[config.mk]
export PLATFORM = sky130hd
export DESIGN_NAME = data_mem_access
export DESIGN_NICKNAME = d
export VERILOG_FILES = /design/src/rtl/riscv_pkg.sv /design/src/rtl/load_extend.sv /design/src/rtl/data_mem_access.sv
export SDC_FILE = /design/constraint.sdc
export NUM_CORES = 1
export LEC_CHECK = 0
export ABC_AREA = 1
export CORE_MARGIN = 2
export CORE_UTILIZATION = 42
export DETAILED_ROUTE_END_ITERATION = 8
export GPL_TIMING_DRIVEN = 0
export PLACE_DENSITY = 0.74
export SLEW_MARGIN = 20
export SYNTH_ARGS = -nofsm -noshare
export SYNTH_HDL_FRONTEND = slang
export SYNTH_SLANG_ARGS = --single-unit
export TNS_END_PERCENT = 20
[constraint.sdc]
create_clock -name clock -period 11.8 [get_ports clock]
set_input_delay 1.77 -clock clock [delete_from_list [all_inputs] [get_ports clock]]
set_output_delay 1.77 -clock clock [all_outputs]
set_load 0.05 [all_outputs]
[src/rtl/riscv_pkg.sv]
// Shared definitions for the data-memory access sequencer: size codes,
// access states, load/store funct3 values and lane helpers.
package riscv_pkg;

  localparam logic [1:0] SZ_B = 2'b00;
  localparam logic [1:0] SZ_H = 2'b01;
  localparam logic [1:0] SZ_W = 2'b10;
  localparam logic [1:0] SZ_D = 2'b11;

  typedef enum logic [2:0] {
    IDLE,
    REQ,
    WAIT_RD,
    DONE,
    ERR
  } acc_state_e;

  localparam logic [2:0] LB  = 3'b000;
  localparam logic [2:0] LW  = 3'b010;
  localparam logic [2:0] LD  = 3'b011;
  localparam logic [2:0] LBU = 3'b100;
  localparam logic [2:0] SH  = 3'b001;
  localparam logic [2:0] SD  = 3'b011;

  function automatic logic [7:0] size_mask(input logic [1:0] sz);
    logic [7:0] m;
    case (sz)
      SZ_B:    m = 8'h01;
      SZ_H:    m = 8'h03;
      SZ_W:    m = 8'h0F;
      default: m = 8'hFF;
    endcase
    return m;
  endfunction

  function automatic logic misaligned(input logic [1:0] sz, input logic [2:0] off);
    logic bad;
    case (sz)
      SZ_B:    bad = 1'b0;
      SZ_H:    bad = off[0];
      SZ_W:    bad = |off[1:0];
      default: bad = |off;
    endcase
    return bad;
  endfunction

endpackage

[src/rtl/load_extend.sv]
// Aligns the addressed lane of a read doubleword to bit 0 and sign- or
// zero-extends it according to the load size.
module load_extend
  import riscv_pkg::*;
(
  input  logic [2:0]  off_i,
  input  logic [2:0]  funct3_i,
  input  logic [63:0] mem_rdata_i,
  output logic [63:0] ext_o
);

  logic [63:0] shifted;
  logic        sx;

  always_comb begin
    shifted = mem_rdata_i >> {off_i, 3'b000};
    sx      = ~funct3_i[2];
    ext_o   = shifted;
    case (funct3_i[1:0])
      SZ_B:    ext_o = {{56{sx & shifted[7]}},  shifted[7:0]};
      SZ_H:    ext_o = {{48{sx & shifted[15]}}, shifted[15:0]};
      SZ_W:    ext_o = {{32{sx & shifted[31]}}, shifted[31:0]};
      default: ext_o = shifted;
    endcase
  end

endmodule

[src/rtl/data_mem_access.sv]
// Sequences one load/store from the multicycle control unit against a
// req/gnt/rvalid data memory and holds the extended load result (MDR).
module data_mem_access
  import riscv_pkg::*;
#(
  parameter int TIMEOUT = 16
) (
  input  logic        clock,
  input  logic        reset,
  input  logic        start,
  input  logic        we,
  input  logic [2:0]  funct3,
  input  logic [63:0] addr,
  input  logic [63:0] wdata,
  output logic        busy,
  output logic        done,
  output logic        err,
  output logic [63:0] rdata,
  output logic        mem_req,
  output logic        mem_we,
  output logic [63:0] mem_addr,
  output logic [7:0]  mem_be,
  output logic [63:0] mem_wdata,
  input  logic        mem_gnt,
  input  logic        mem_rvalid,
  input  logic [63:0] mem_rdata
);

  localparam int CW = (TIMEOUT > 1) ? $clog2(TIMEOUT) : 1;
  localparam logic [CW-1:0] LIMIT = CW'(TIMEOUT - 1);

  acc_state_e  state_q, state_d;
  logic        we_q, we_d;
  logic [2:0]  funct3_q, funct3_d;
  logic [63:0] addr_q, addr_d;
  logic [63:0] wdata_q, wdata_d;
  logic [7:0]  be_q, be_d;
  logic [CW-1:0] cnt_q, cnt_d;
  logic [63:0] rdata_q, rdata_d;
  logic [63:0] ext;

  load_extend u_ext (
    .off_i       (addr_q[2:0]),
    .funct3_i    (funct3_q),
    .mem_rdata_i (mem_rdata),
    .ext_o       (ext)
  );

  always_ff @(posedge clock or posedge reset) begin
    if (reset) begin
      state_q  <= IDLE;
      we_q     <= 1'b0;
      funct3_q <= '0;
      addr_q   <= '0;
      wdata_q  <= '0;
      be_q     <= '0;
      cnt_q    <= '0;
      rdata_q  <= '0;
    end else begin
      state_q  <= state_d;
      we_q     <= we_d;
      funct3_q <= funct3_d;
      addr_q   <= addr_d;
      wdata_q  <= wdata_d;
      be_q     <= be_d;
      cnt_q    <= cnt_d;
      rdata_q  <= rdata_d;
    end
  end

  always_comb begin
    state_d  = state_q;
    we_d     = we_q;
    funct3_d = funct3_q;
    addr_d   = addr_q;
    wdata_d  = wdata_q;
    be_d     = be_q;
    cnt_d    = cnt_q;
    rdata_d  = rdata_q;
    case (state_q)
      IDLE: begin
        if (start) begin
          we_d     = we;
          funct3_d = funct3;
          addr_d   = addr;
          be_d     = size_mask(funct3[1:0]) << addr[2:0];
          if (we) wdata_d = wdata << {addr[2:0], 3'b000};
          // Rejected accesses never reach the memory.
          if (misaligned(funct3[1:0], addr[2:0]) || (we && funct3[2])) state_d = ERR;
          else                                                         state_d = REQ;
        end
      end
      REQ: begin
        if (mem_gnt) begin
          if (we_q) begin
            state_d = DONE;
          end else if (mem_rvalid) begin
            rdata_d = ext;
            state_d = DONE;
          end else begin
            cnt_d   = '0;
            state_d = WAIT_RD;
          end
        end
      end
      WAIT_RD: begin
        // rvalid wins over the timeout in the limit cycle.
        if (mem_rvalid) begin
          rdata_d = ext;
          state_d = DONE;
        end else if (cnt_q == LIMIT) begin
          state_d = ERR;
        end else begin
          cnt_d = cnt_q + 1'b1;
        end
      end
      DONE:    state_d = IDLE;
      ERR:     state_d = IDLE;
      default: state_d = IDLE;
    endcase
  end

  assign busy      = (state_q != IDLE);
  assign done      = (state_q == DONE) || (state_q == ERR);
  assign err       = (state_q == ERR);
  assign rdata     = rdata_q;
  assign mem_req   = (state_q == REQ);
  assign mem_we    = we_q & mem_req;
  assign mem_addr  = {addr_q[63:3], 3'b000};
  assign mem_be    = be_q;
  assign mem_wdata = wdata_q;

endmodule
==> results of run 1 <==
[final cells by class]
class	instances	area [µm²]	share of cell area
clock inverters	15	226	0.0129
inverters	57	221	0.0126
clock buffers	29	651	0.0371
well taps	384	480	0.0274
plain buffers	177	1040	0.0592
flip-flops and latches	211	5280	0.301
multi-input cells	1259	5620	0.320
repair buffers	400	4040	0.230
[state kept, by name, indices dropped and copies added (netlist names)]
register,cells
mem_wdata,64
state_q,3
rdata,64
we_q,1
mem_be,8
addr_q,64
cnt_q,4
funct3_q,3
[placed cells by master, fill, tap and decap left out, drive strengths merged]
master,count
nand2,620
ha,1
clkbuf,72
or2,26
nand3,132
bufinv,5
clkinvlp,3
a31oi,6
clkdlybuf4s50,398
o211ai,22
conb,3
o22a,4
and2,2
buf,136
o221ai,1
nor3b,1
a2bb2oi,5
o22ai,3
clkinv,5
a22oi,2
xor2,1
o21a,5
inv,59
o31ai,11
a21oi,49
nand4,1
a32o,9
a22o,1
nor3,3
o21ai,155
mux2i,5
dfrtp,211
nor2,191
[logic make-up (layout without fill, tap and decap cells)]
family	count (synthesis)	in the layout
simple gates	976	976
compound gates	273	273
buf+inv	234	678
fa+ha+maj	1	1
xor+xnor	1	1
mux	5	5
other cells	1	3
flops	211	211
[worst min-delay path by stage]
stage	slack [ns]	from	depth (start not counted)	endpoint
global route	0.48	addr_q[12]$_DFFE_PP0P_	2	addr_q[12]$_DFFE_PP0P_
floorplan	0.44	addr_q[10]$_DFFE_PP0P_	2	addr_q[10]$_DFFE_PP0P_
finish	0.47	addr_q[27]$_DFFE_PP0P_	2	addr_q[27]$_DFFE_PP0P_
detailed placement	0.46	addr_q[48]$_DFFE_PP0P_	2	addr_q[48]$_DFFE_PP0P_
global placement	0.45	addr_q[6]$_DFFE_PP0P_	2	addr_q[6]$_DFFE_PP0P_
CTS	0.47	addr_q[48]$_DFFE_PP0P_	2	addr_q[48]$_DFFE_PP0P_
[worst reg2reg max path, cell delays in order (launching register included)]
cell and delay, ns:
dfrtp_1 0.40, inv_2 0.12, nand3_2 0.19, o21ai_1 0.15, nand2_2 0.14, a21oi_1 0.88
a21oi_1 0.18
[per-stage QoR]
step / utilization / hold WS [ns]
after global placement: 0.581 / 0.455
after floorplan: - / 0.443
final: 0.613 / 0.469
after CTS: 0.613 / 0.475
after global routing: 0.613 / 0.481
after detailed placement: 0.583 / 0.459
[routing by layer]
metal,up-vias,global-route usage,share of wire
met4,4,0.114,0.034
met3,116,0.0658,0.086
met5,-,0,0.00046
met2,711,0.570,0.48
met1,6357,0.431,0.40
li1,6291,-,-
[power groups by stage]
| stage | combinational, mW | clock [mW] | sequential (mW) |
|---|---|---|---|
| global placement | 3.58 | 0 | 1.29 |
| CTS | 3.61 | 0.845 | 1.29 |
| global route | 3.83 | 0.876 | 1.33 |
| detailed placement | 3.60 | 0 | 1.29 |
| floorplan | 1.62 | 0 | 2.01 |
| finish | 3.62 | 0.837 | 1.29 |
==> results.md, run 1 <==
* Worst r2r path cells at 6
* CTS Sinks at 211
* Rel. slew slack at 0.253
* Slew @ Worst Pin at 1.12 ns
* Via density at 5.32
* CP Capture Point: mem_we
* Aggregate global-route resource usage at 0.336
* Design area at 17600 µm²
* Fmax at 249 MHz
* Slew Limit Fails at 0
* Final hold violation count at 0
* Tot Pwr at 5.75 mW
* Switching Share at 0.520
* DRT iter0 DRCs at 1154
* Combinational fraction of design power at 0.630
* NetSw at 2.99 mW
* FF+latch count, synth at 211
* Sequential area share after synthesis at 0.435
* # IOs at 406
* Critical path arrival at 2.25 ns
* Via count at 13500
* Core Area at 28600 µm²
* Share of layout cells above drive strength 1 at 0.103
* Number of CTS-inserted buffers at 25
* Synth-to-Final Area Change at 44.5%
* Slowest CP cell: clkdlybuf4s50_1
* Initial antenna violation count at 2
* H-tree levels at 1
* DIE WIDTH at 174 µm
* Sequential power share at 0.224
* Crit. End Element: output port
* DRC at 0
* DP Cell Count at 2488
* Nets at 2333
* Critical Path Max Stage Delay at 0.84 ns
* Number of synthesized flops with an enable pin at 0
* Max IR drop VDD at 213 µV
* Clock-pin slew on the worst setup and hold paths at 0.06 ns
* Via count of the first global-routing pass at 13400
* R2R Setup Slk at 9.58 ns
* Compound-cell area share of the yosys netlist at 0.129
* WL per Instance at 20.5 µm
* Post-route minimum period at 4.02 ns
* Ys flop type: dfrtp_1
* Area of the die at 30300 µm²
* Clock Tree Buf Depth at 3
* Insertion delay to the later sink of the worst-skew pair at 0.55 ns
* First-pass GRT wire length at 78.0 mm
* Outcome: finished, final reports clean
* Pre-CTS setup slack at 7.99 ns
* Post-Synth Adder-Cell Area at 0.00103
* Setup TNS at 0 ns
* RD Place Congestion at 1.01
* Cts repair resizes at 0
* Post-synth top cells: nand2_1, dfrtp_1, nor2_1
* N_diodes at 0
* HPWL Detailed at 40.8 mm
* Post-synthesis mux area share at 0.00412
* Ys async rst share at 1.00
* Post-CTS Setup Inserts at 0
* Max cap viols at 0
* YS warnings at 0
* Routed WL at 52.0 mm
* Post-synthesis simple-gate area fraction at 0.327
* Worst path depth at 4
* RSZ-0062 raised after global routing: no
* Main combinational cell family by area after synthesis: simple AND/OR/NAND/NOR gates
* CTS tree: done
* Largest net degree at the start of global routing at 103
* CP bufs+invs at 2
* CP Data Required Time at 10.03 ns
* FF-to-FF End: rdata[8]$_DFFE_PP0P_
* Post-Synthesis Cells at 1702
* Clock root cell: clkbuf_16
* Netlist cell types at 41
* CTS Hold Buffers Added at 0
* Family with the most delay on the worst path: buffers and inverters
* IO buf count at 398
* Min-delay worst type: reg2reg
* Top post-synthesis cells by area: dfrtp_1, nand2_1, nor2_1
* Non-filler cells in the finished layout at 2532
* Std-Cell Rows at 62
* LEAKAGE at 8.19 nW
* Fin crit share at 0.341
* Fill cells at 2617
* Cell area after synthesis at 12100 µm²
* Area share of the largest cell type after synthesis at 0.435
* CP cell instances: inv_2 > nand3_2 > nor2_1 > clkdlybuf4s50_1
* Final setup margin at 7.78 ns
* Worst Setup SP: state_q[2]$_DFFE_PP0P_
* Worst R2R Start: state_q[2]$_DFFE_PP0P_
* Setup-failing EPs final at 0
* Synth area leader: dfrtp_1
* Overflow after GRT at 0
* Type of origin of the critical path: register
* Critical path class: reg2out
* Skew final at 0.0161 ns
* Crit path max fanout at 6
* PD cells at 327 nW/µm²
* Starting Density at 0.424
* Most frequent cell after synthesis: nand2_1
* Synthesized area per cell at 7.14 µm²
* Routed Antenna Nets at 0
* Clock network fraction of design power at 0.146
* Dpl cell area at 16700 µm²
* Die Y-Extent at 174 µm
* Cell internal pwr at 2.76 mW
* 1st-pass router iterations at 5
* XOR/XNOR Fraction of Synth Area at 0.000721
Note: power is estimated with default switching activity, not from simulation.
==> run 2, diff against run 1 <==
==> constraint.sdc (replaced) <==
create_clock -name clock -period 4.03 [get_ports clock]
set_input_delay 0.6045 -clock clock [delete_from_list [all_inputs] [get_ports clock]]
set_output_delay 0.6045 -clock clock [all_outputs]
set_load 0.05 [all_outputs]
==> run 2 against run 1 <==
Against the previous run: highest routed layer unchanged; critical path depth unchanged; clock skew is essentially flat; first-iteration DRC count increased by 5.9%; critical path type unchanged; die area is the same.
==> results.md, run 2 (same netlist as run 1, synthesis figures left out) <==
* WL per Instance at 20.6 µm
* Die Y-Extent at 174 µm
* Starting Density at 0.424
* CP Data Required Time at 3.43 ns
* Critical path arrival at 2.29 ns
* Clock root cell: clkbuf_16
* Crit. End Element: output port
* Routed Antenna Nets at 0
* Min-delay worst type: in2async
* Number of CTS-inserted buffers at 25
* DRC at 0
* RD Place Congestion at 1.01
* Max IR drop VDD at 608 µV
* Final hold violation count at 0
* CTS Sinks at 211
* CP cell instances: inv_2 > nand3_2 > nor2_1 > clkdlybuf4s50_1
* Fin crit share at 0.718
* Max cap viols at 0
* Skew final at 0.0160 ns
* Non-filler cells in the finished layout at 2540
* Critical Path Max Stage Delay at 0.85 ns
* PD cells at 950 nW/µm²
* Outcome: finished, final reports clean
* Worst r2r path cells at 7
* CP bufs+invs at 2
* Slew @ Worst Pin at 1.03 ns
* Area of the die at 30300 µm²
* Design area at 17600 µm²
* Critical path class: reg2out
* Type of origin of the critical path: register
* Via count of the first global-routing pass at 13600
* Routed WL at 52.4 mm
* Slowest CP cell: clkdlybuf4s50_1
* Multi-input logic area at 5620 µm²
* Aggregate global-route resource usage at 0.339
* Rel. slew slack at 0.315
* Sequential cell area at 5280 µm²
* Crit path max fanout at 6
* Via count at 13600
* Initial antenna violation count at 3
* Post-CTS Setup Inserts at 0
* Post-route minimum period at 2.89 ns
* Slew Limit Fails at 0
* Clock-pin slew on the worst setup and hold paths at 0.06 ns
* Insertion delay to the later sink of the worst-skew pair at 0.56 ns
* Worst R2R Start: addr_q[1]$_DFFE_PP0P_
* FF-to-FF End: rdata[8]$_DFFE_PP0P_
* Largest net degree at the start of global routing at 37
* HPWL Detailed at 41.2 mm
* DP Cell Count at 2493
* DIE WIDTH at 174 µm
* Dpl cell area at 16800 µm²
* Share of layout cells above drive strength 1 at 0.104
* R2R Setup Slk at 1.89 ns
* Setup-failing EPs final at 0
* RSZ-0062 raised after global routing: no
* Via density at 5.37
* H-tree levels at 1
* Cts repair resizes at 0
* # IOs at 406
* Std-Cell Rows at 62
* Fmax at 346 MHz
* Fill cells at 2597
* Commonest non-fill, non-tap cells in the layout: nand2_1, clkdlybuf4s50_1, dfrtp_1
* LEAKAGE at 8.21 nW
* First-pass GRT wire length at 78.9 mm
* Overflow after GRT at 0
* CTS tree: done
* CTS Hold Buffers Added at 0
* IO buf count at 398
* 1st-pass router iterations at 7
* Core Area at 28600 µm²
* Clock Tree Buf Depth at 3
* DRT iter0 DRCs at 1222
* Family with the most delay on the worst path: buffers and inverters
* Leading cell type in the layout, fill and taps excluded: nand2_1
* Synth-to-Final Area Change at 44.9%
* Nets at 2338
## run 2: cell types whose count changed in the layout (fill, tap and decap cells not counted), sizes merged
cell / change
bufinv: -3
clkbuf: +6
clkinvlp: -1
diode: +1
buf: +5
## run 2: metal layers
layer / GRT usage / part of all wire / wire length (µm) / up-vias
met5: 0 / 0.00050 / 26 / -
met2: 0.566 / 0.47 / 24500 / 744
met3: 0.0724 / 0.090 / 4700 / 133
li1: - / - / - / 6299
met1: 0.434 / 0.40 / 21100 / 6452
met4: 0.130 / 0.039 / 2070 / 4
## run 2: worst register-to-register path, cell delays in order, from the launching register on
cell and delay [ns]:
dfrtp_1 0.42, inv_2 0.07, buf_2 0.21, nand3_1 0.11, nand3_1 0.12, nand2_1 0.09
a21oi_1 0.79, a21oi_1 0.16
## run 2: final cells by class
type                    instances  share of cell area
clock inverters                11             0.00739
diodes                          1            0.000142
well taps                     384              0.0273
inverters                      57              0.0124
plain buffers                 177              0.0591
flip-flops and latches        211               0.300
clock buffers                  35              0.0394
repair buffers                405               0.235
multi-input cells            1259               0.320
## run 2: how the worst max path moves through the flow
stage | cells past startpoint | from | endpoint
6_report | 4 | state_q[2]$_DFFE_PP0P_ | mem_we
5_1_grt | 4 | state_q[2]$_DFFE_PP0P_ | mem_we
4_1_cts | 4 | state_q[2]$_DFFE_PP0P_ | mem_we
2_1_floorplan | 1 | reset | addr_q[0]$_DFFE_PP0P_
3_5_place_dp | 7 | mem_rdata[39] | rdata[8]$_DFFE_PP0P_
3_3_place_gp | 2 | reset | addr_q[3]$_DFFE_PP0P_
## run 2: through the flow
step	hold slack, ns	setup slack, ns	utilization	power (mW)	setup TNS (ns)
finish	0.410	1.14	0.615	16.7	0
global route	0.453	1.07	0.615	17.6	0
CTS	0.412	1.11	0.615	16.7	0
detailed placement	0.459	1.41	0.586	14.3	0
global placement	0.455	-1.03	0.581	14.2	-211.06
floorplan	0.443	0.683	-	10.6	0
## run 2: power breakdown
part / internal, mW / total, mW / switching (mW)
Clock: 1.34 / 2.32 / 0.977
Combinational: 3.46 / 10.6 / 7.16
Sequential: 3.13 / 3.78 / 0.646
Total: 7.94 / 16.7 / 8.78
==> run 3, diff against run 2 <==
==> constraint.sdc (replaced) <==
create_clock -name clock -period 3 [get_ports clock]
set_input_delay 0.45 -clock clock [delete_from_list [all_inputs] [get_ports clock]]
set_output_delay 0.45 -clock clock [all_outputs]
set_load 0.05 [all_outputs]
==> results of run 3 <==
The final DEF is identical to that of run 2. Status: finished, final reports clean.
Among the figures that moved: setup slack after placement 1.41 ns -> 0.536 ns; setup slack after layout 1.14 ns -> 0.262 ns; hold slack 0.410 ns -> 0.255 ns; register-to-register setup slack 1.89 ns -> 0.86 ns; total power 16.7 mW -> 22.5 mW; worst IR drop on VDD 608 µV -> 816 µV
